File: config.mk
export PLATFORM = sky130hd
export DESIGN_NAME = step_rr_sched
export DESIGN_NICKNAME = d
export VERILOG_FILES = /design/src/rtl/step_rr_sched.sv
export SDC_FILE = /design/constraint.sdc
export NUM_CORES = 1
export LEC_CHECK = 0
export CAP_MARGIN = 15
export CORE_ASPECT_RATIO = 1.4
export CORE_MARGIN = 3
export CORE_UTILIZATION = 50
export DETAILED_ROUTE_END_ITERATION = 16
export PLACE_DENSITY = 0.85
export SLEW_MARGIN = 40
export SYNTH_ARGS = -nofsm -noshare
export SYNTH_HDL_FRONTEND = slang
export SYNTH_SLANG_ARGS = --single-unit
File: constraint.sdc
create_clock -name clk -period 2.8 [get_ports clk]
set_input_delay 0.42 -clock clk [delete_from_list [all_inputs] [get_ports clk]]
set_output_delay 0.42 -clock clk [all_outputs]
set_load 0.03 [all_outputs]
File: src/rtl/step_rr_sched.sv
// step_rr_sched: round-robin scheduler that issues step bursts to a shared 4-phase step machine
// Define STEP_RR_PRIO0_EN to give requester 0 strict priority over the round-robin pool.
module step_rr_sched #(
   parameter int NREQ = 4,
   parameter int LENW = 4,
   parameter int GAP  = 1
) (
   input  logic                 clk,
   input  logic                 reset,
   input  logic [NREQ-1:0]      req,
   input  logic [NREQ*LENW-1:0] len_in,
   input  logic                 y_in,
   output logic [NREQ-1:0]      grant,
   output logic                 step,
   output logic                 busy,
   output logic [NREQ-1:0]      done,
   output logic [1:0]           phase,
   output logic                 err
);
   localparam int PW = $clog2(NREQ);
   typedef enum logic [2:0] {IDLE, LOAD, STEP, WAIT, DONE} state_t;
   state_t          state_q, state_d;
   logic [PW-1:0]   ptr_q, ptr_d, win_q, win_d, pick, idx;
   logic [LENW-1:0] cnt_q, cnt_d, len_w;
   logic [3:0]      gap_q, gap_d;
   logic [1:0]      phase_q, phase_d;
   logic            err_q, err_d;
   logic [NREQ-1:0] win_oh;

   assign len_w  = len_in[win_q*LENW +: LENW];
   assign win_oh = NREQ'(1) << win_q;
   assign busy   = state_q != IDLE;
   assign step   = state_q == STEP;
   assign grant  = busy ? win_oh : '0;
   assign done   = (state_q == DONE) ? win_oh : '0;
   assign phase  = phase_q;
   assign err    = err_q;

   // pick the first requester above ptr, wrapping; lowest offset wins
   always_comb begin
      pick = ptr_q;
      idx  = '0;
      for (int k = NREQ; k >= 1; k--) begin
         idx = PW'((int'(ptr_q) + k) % NREQ);
         if (req[idx]) pick = idx;
      end
`ifdef STEP_RR_PRIO0_EN
      if (req[0]) pick = '0;
`endif
   end

   // burst sequencing: arbitration, length load, stepping and gap timing
   always_comb begin
      state_d = state_q;
      ptr_d   = ptr_q;
      win_d   = win_q;
      cnt_d   = cnt_q;
      gap_d   = gap_q;
      case (state_q)
         IDLE: if (req != '0) begin
            win_d   = pick;
            state_d = LOAD;
         end
         LOAD: begin
            cnt_d = len_w;
            if (len_w == '0) state_d = DONE;
            else state_d = STEP;
         end
         STEP: begin
            cnt_d = (cnt_q != '0) ? cnt_q - LENW'(1) : cnt_q;
            gap_d = 4'(GAP - 1);
            if (cnt_d == '0) state_d = DONE;
            else if (GAP == 0) state_d = STEP;
            else state_d = WAIT;
         end
         WAIT: begin
            gap_d = gap_q - 4'd1;
            if (gap_q == '0) state_d = STEP;
         end
         DONE: begin
`ifdef STEP_RR_PRIO0_EN
            if (win_q != '0) ptr_d = win_q;
`else
            ptr_d = win_q;
`endif
            state_d = IDLE;
         end
         default: state_d = IDLE;
      endcase
   end

   // mirror of the stepped machine; a phase-3 hold falls back to phase 1
   always_comb begin
      phase_d = step ? phase_q + 2'd1 : (phase_q == 2'd3) ? 2'd1 : phase_q;
      err_d   = err_q | (busy & (y_in != phase_q[0]));
   end

   // state and datapath registers, async active-low reset
   always_ff @(posedge clk or negedge reset) begin
      if (!reset) begin
         state_q <= IDLE;
         ptr_q   <= PW'(NREQ - 1);
         win_q   <= '0;
         cnt_q   <= '0;
         gap_q   <= '0;
         phase_q <= '0;
         err_q   <= 1'b0;
      end else begin
         state_q <= state_d;
         ptr_q   <= ptr_d;
         win_q   <= win_d;
         cnt_q   <= cnt_d;
         gap_q   <= gap_d;
         phase_q <= phase_d;
         err_q   <= err_d;
      end
   end
endmodule

# --- After elaboration in Yosys (flattened, before gate mapping) ---
# Cells that the tools add are included.
word_totals:
  inputBits: 23
  out_inout_bits: 13
  regBits: 18
classes:
  reduce_logical: 12
  order_cmp: 4
  add_sub_neg: 7
  muxes: 24
  shift: 2
  n_eq_ne: 8
  n_bitwise: 2
op_table:
  columns: ["operator", "count"]
  rows:
  - ["$pmux 4 s2", 2]
  - ["$shiftx 16x5->4", 1]
  - ["$logic_not 4->1", 3]
  - ["$lt 2x3->1 const B", 4]
  - ["$mux 2", 6]
  - ["$mux 3", 4]
  - ["$mux 4", 3]
  - ["$pmux 3 s4", 1]
  - ["$bmux 1 s2", 4]
  - ["$reduce_bool 4->1", 2]
  - ["$sub 4x1->4 const B", 2]
  - ["$add 2x1->2 const B", 3]
  - ["$eq 3x2->1 const B", 2]
  - ["$reduce_bool 2->1", 3]
  - ["$add 2x2->2 const B", 2]
  - ["$mux 1", 4]
  - ["$ne 2x2->1 const B", 2]
  - ["$reduce_and 2->1", 2]
  - ["$shl 1x2->4 const A", 1]
  - ["$eq 3x1->1 const B", 1]
  - ["$eq 3x3->1 const B", 1]
  - ["$logic_not 3->1", 1]
  - ["$reduce_bool 3->1", 1]
  - ["$eq 2x2->1 const B", 1]
  - ["other kinds (3)", 3]

# --- Depth between registers and ports, before layout ---
# Gate-level depths: netlist of run 1.
depth:
  ltp_word: 7
  mapped_depth: 6

# --- Worst setup path after synthesis of run 1 ---
# OpenSTA, ideal clock, no wires.
synth_timing:
  path_kind: "register to output"
  from: "register state_q[0]"
  to: "output port done[0]"
  arrival_ps: 1589
  n_path_buf: 1
  path_stages_with_launch: 4
  path_slack_ps: 791
  t_required_ps: 2380
  path_cell_list: "dfrtp_1 or3_1 clkbuf_1 nor3_1"
synth_via:
  elab_chain_cells: 2
synth_lines:
  columns: ["item", "line_no", "rtl"]
  rows:
  - ["from (decl)", "22", "state_t state_q, state_d;"]
  - ["from (signal assigned)", "109", "state_q <= state_d;"]
  - ["$eq 3x3->1", "35", "assign done = (state_q == DONE) ? win_oh : '0;"]
  - ["$mux 4", "35", null]
  - ["to (decl)", "16", "output logic [NREQ-1:0] done,"]
# Every way passes these cells.

# --- Worst setup path after layout of run 1 ---
layout_timing:
  from: "register state_q[0]"
  to: "output port done[3]"
# Same word-level chain as after synthesis.

==> run metrics, run 1 <==
Max Clock Skew=0.006260 ns; layout cells sized above 1=roughly an eighth; die span in x=around 47 um; Die Y=63.63 um; hold_buf cts=0; status=completed; crit-path cells=or3_1, nor2_1, clkdlybuf4s50_1; CP bufs+invs=1; Slew HR=50.52%; detailed-route via count=1097; Area Overhead vs Synth=33.97%; Final Power=roughly 1.8 mW; critical path required time=2.38 ns; HPWL after detailed placement=2.303 mm; Detailed Route Iter0 Violations=30; Syn Nets=between 150 and 200; Final ANT Viol Nets=0; worst-skew pair later-pin latency=0.30 ns; Worst Slack Setup Final=about 0.16 ns; CP startpoint kind=flip-flop; leading cell types by total area after synthesis=dfrtp_1 34%, mux4_2 5.7%, dfstp_2 4.4%; Yosys reg bits=18; Initial Utilization=53.26%; WP data arrival=2.22 ns; drt pass-1 iters=4; Synth area leader=dfrtp_1; Clock Path Buffers=2; H-tree levels=1; CTS tree=yes; initial antenna violation count=0; Hold Crit Class=input port to asynchronous set/reset pin; Cell Rows=20; # DRC=0; Setup Viol. Count Final=0; vias per cell=between 5 and 6; CTS sink count=18; Crit Path Max Fanout=15; Worst setup EP type=output pin; GRT overflow=0; M1 WL=1.126 mm; leak pwr=0.6675 nW; die area=3001 um^2; Reg clk slew, reported paths=between 0.1 and 0.15 ns; WL met2=1.690 mm; final hold vios=0; # diodes=0; Fin Setup TNS=0 ns; Final Cycle Share=94.43%; crit path kind=flip-flop to output pin; gpl congestion=0.7796; worst reg-to-reg path cell count=4; Root Buffer=clkbuf_4; Max Used Layer=met4; Routed met3 length=95 um; most common cell after layout, fill and taps aside=clkdlybuf4s50_1; Crit. path cell count=3; register area share after synthesis=around two fifths; WL per Instance=between 15 and 20 um; WHS=approximately 0.026 ns; GRT Total Usage=22.39%; I/O pins=36; Synth Area per Inst=9.340 um^2; first-pass GRT wire length=about 5.0 mm; fmax=roughly 0.38 GHz; fin crit period=between 2 and 3 ns; Max Cap Viol=0; worst-margin pin slew=0.7405 ns; vias in the first global route=1088; Cell variety after synth=40; PortBufs=35; Slew Limit Fails=0; most frequent cells in the layout=33 x clkdlybuf4s50_1, 16 x dfrtp_1, 14 x nor2_1; Syn Inst Count=~130; gate family responsible for the most delay along the worst path=buffers and inverters; Placement Setup Slack=0.4390 ns; critical path's largest stage delay=0.69 ns; fin nets=189; CTS buffer count=3; largest net degree at the start of global routing=19; VDD IR-drop max=around 700 uV; Synth Cell Area=1186 um^2; Pwr Density=1142 nW/um^2; RSZ-0062 raised after global routing=false; area of the core=2227 um^2; drt total wl=2.946 mm; Critical Path Slowest Stage Cell=clkdlybuf4s50_1; Ys Warns=0; share of the synthesized area in the top cell type=33.76%; post-layout util=71.35%
-- synthesized netlist by cell type --
master / n
dfrtp_1: 16
nor2_1: 14
nand2_1: 11
nor3_1: 10
inv_1: 7
o21ai_0: 7
nand2b_1: 6
clkbuf_1: 5
mux2i_1: 4
a21oi_1: 3
ha_1: 3
mux2_2: 3
mux4_2: 3
a221o_1: 2
a32oi_1: 2
dfstp_2: 2
mux2_1: 2
o211ai_1: 2
o32ai_1: 2
or3_1: 2
xnor2_1: 2
a2111oi_2: 1
a22o_1: 1
a22oi_1: 1
a31oi_1: 1
a32o_2: 1
buf_2: 1
inv_2: 1
mux2_4: 1
nand3_1: 1
nand3b_1: 1
nor2b_1: 1
nor3b_1: 1
nor3b_2: 1
nor4_1: 1
o21ai_1: 1
o21bai_1: 1
o31a_1: 1
or3b_2: 1
or4_1: 1
-- metal layers --
metal	vias to the layer above	track usage (%)
met3	5	3.143
met2	24	40.65
met1	532	25.41
met5	-	0
li1	536	-
met4	0	6.228
-- state kept, by name, summed over array words and instances, names as in the netlist --
register  count
ptr_q         2
win_q         2
err           1
cnt_q         4
phase         2
gap_q         4
state_q       3
-- metrics by stage --
| stage | instances | cell area (um^2) |
|---|---|---|
| after floorplan | 127 | 1186 |
| after global placement | 180 | 1555 |
| after detailed placement | 180 | 1555 |
| after CTS | 184 | 1592 |
| after global routing | 184 | 1589 |
| final | 184 | 1589 |
-- layout make-up --
| class | count | area [um^2] |
|---|---|---|
| multi-input cells | 95 | 679.4 |
| repair buffers | 37 | 362.8 |
| flip-flops and latches | 18 | 452.9 |
| inverters | 8 | 30.03 |
| well taps | 22 | 27.53 |
| fillers | 164 | 638.1 |
| clock buffers | 4 | 36.28 |
-- what timing repair did --
action | CTS | global route
gates resized for setup | 0 | 1
setup endpoints to repair | 0 | 1
setup buffers | 0 | 0
-- cell families (layout without fill, tap and decap cells) --
kind of cell,Yosys count,after routing,synth area share (%)
flops,18,18,38.19
fa+ha+maj,3,3,3.165
xor+xnor,2,2,1.477
mux,13,13,15.08
buf+inv,14,49,4.536
compound gates,26,26,16.03
simple gates,51,51,21.52
-- final timing paths --
path	start	slack [ns]	to
setup / recovery	state_q[0]	0.16	done[3]
hold / removal	reset	0.03	phase[1]
setup reg to reg	win_q[1]	0.75	state_q[2]
hold reg to reg	gap_q[3]	0.49	gap_q[3]
max in group asynchronous	reset	2.45	ptr_q[0]
min in group clk	gap_q[3]	0.49	gap_q[3]
-- where the power goes --
| part | leakage [nW] | total, mW | switching, mW | internal [mW] |
|---|---|---|---|---|
| registers | 0.213 | 0.606 | 0.214 | 0.392 |
| logic | 0.433 | 1.04 | 0.531 | 0.510 |
| clock network | 0.0210 | 0.167 | 0.0880 | 0.0794 |
Note: power is estimated with default switching activity, not from simulation.
==> run 2: changes to the inputs <==
- CORE_MARGIN: 3 -> 2
==> run 2 against run 1 <==
  * Combinational power is 4% higher
  * Largest power group unchanged
  * Critical path depth up 1
  * Final cell count grew 0.54%
==> run metrics, run 2 (same netlist as run 1, synthesis figures left out) <==
Critical Path Slowest Stage Cell=clkdlybuf4s50_1; most frequent cells in the layout=34 x clkdlybuf4s50_1, 16 x dfrtp_1, 14 x nor2_1; gate family responsible for the most delay along the worst path=buffers and inverters; layout cells sized above 1=13.50%; fin nets=190; Fin Setup TNS=0 ns; post-CTS setup buffers=0; vias in the first global route=1159; Max Used Layer=met4; Root Buffer=clkbuf_4; PortBufs=35; area of the core=2202 um^2; WL per Instance=16.86 um; Area Overhead vs Synth=34.39%; gpl congestion=0.7802; critical path required time=2.38 ns; Worst Slack Setup Final=0.2261 ns; Clock Path Buffers=2; Final Cycle Share=slightly above 90%; Final Power=1.839 mW; Hold Crit Class=input port to asynchronous set/reset pin; most common cell after layout, fill and taps aside=clkdlybuf4s50_1; H-tree levels=1; Setup Viol. Count Final=0; first-pass GRT wire length=4.899 mm; initial antenna violation count=0; Die Y=61.63 um; WP data arrival=2.15 ns; Net Sw Frac=46.10%; hold_buf cts=0; worst-margin pin slew=0.7477 ns; CTS sink count=18; fmax=approximately 0.39 GHz; worst-skew pair later-pin latency=0.32 ns; Largest regs=cnt_q (4), gap_q (4), state_q (3); Internal=0.9913 mW; M1 WL=about 1.2 mm; HPWL after detailed placement=2.437 mm; crit path kind=flip-flop to output pin; GRT Total Usage=between 20% and 30%; largest net degree at the start of global routing=19; critical path's largest stage delay=between 0.6 and 0.7 ns; final hold vios=0; Reg power frac=31.9%; Pwr Density=1154 nW/um^2; die area=around 2800 um^2; WL met2=1.744 mm; leak pwr=around 0.65 nW; drt pass-1 iters=4; CP startpoint kind=flip-flop; Placed Cells incl. Taps=181; GRT overflow=0; CTS buffer count=3; Detailed Route Iter0 Violations=30; Cell Rows=20; # DRC=0; Final Non-Filler Cells=between 150 and 200; Crit Path Max Fanout=6; Initial Utilization=53.86%; # diodes=0; RSZ-0062 raised after global routing=false; crit-path cells=inv_1, or3_1, nor3_1, clkdlybuf4s50_1; combinational share of power=58.7%; Reg clk slew, reported paths=0.12 ns; status=completed; die span in x=45.17 um; detailed-route via count=1132; Placement Setup Slack=~0.59 ns; vias per cell=6.119; fin crit period=around 2.6 ns; CP bufs+invs=2; Max Clock Skew=0.01248 ns; drt total wl=between 3 and 4 mm; Worst setup EP type=output pin; post-CTS sizing=0; VDD IR-drop max=770.0 uV; CTS tree=yes; Psw=between 0.8 and 0.9 mW; I/O pins=36; Clock Power Share=9.5%; WHS=~0.021 ns; Final ANT Viol Nets=0; Slew HR=50.04%; Max Cap Viol=0; Routed met3 length=approximately 140 um; Slew Limit Fails=0
[run 2: worst reg2reg max path: cells and delay by family, from the launching register on]
family | cells | cell delay, ns
AO/OA/AOI/OAI | 2 | 0.67
flip-flops | 1 | 0.63
multiplexers | 1 | 0.35
AND/OR/NAND/NOR | 1 | 0.32
[run 2: power groups by stage]
stage	combinational (mW)	sequential [mW]	clock, mW
floorplan	0.778	0.533	0
global placement	1.02	0.570	0
detailed placement	1.08	0.586	0
CTS	1.08	0.582	0.172
global route	1.17	0.611	0.180
finish	1.08	0.586	0.174
[run 2: worst paths after layout]
check / from / end / slack (ns) / cells past startpoint
worst max-delay path: state_q[2] / done[0] / 0.23 / 4
worst min-delay path: reset / gap_q[0] / 0.02 / 1
worst max register to register: win_q[1] / state_q[2] / 0.77 / 4
worst min register to register: err / err / 0.52 / 1
max in group asynchronous: reset / ptr_q[1] / 2.44 / 1
min in group clk: err / err / 0.52 / 1
[run 2: cell type report]
type / instances / area, um^2
tap: 22 / 27.53
fill: 172 / 608.1
timing repair buffer: 38 / 367.9
sequential: 18 / 452.9
clock buffer: 4 / 36.28
inverter: 8 / 30.03
multi-input combinational: 95 / 679.4
[run 2: through the flow]
stage | utilization (%) | cell area (um^2)
2_1_floorplan | - | 1186
3_3_place_gp | 70.97 | 1563
3_5_place_dp | 70.97 | 1563
4_1_cts | 72.61 | 1599
5_1_grt | 72.39 | 1594
6_report | 72.39 | 1594
[run 2: routing by layer]
layer / vias up / GRT usage [%]
met2: 41 / 47.76
li1: 537 / -
met5: - / 0
met1: 548 / 23.76
met3: 6 / 3.812
met4: 0 / 11.34
==> run 3: changes to the inputs <==
- CORE_MARGIN: 2 -> 3
==> results of run 3 <==
The final DEF is identical to that of run 1; final timing and power are the same.
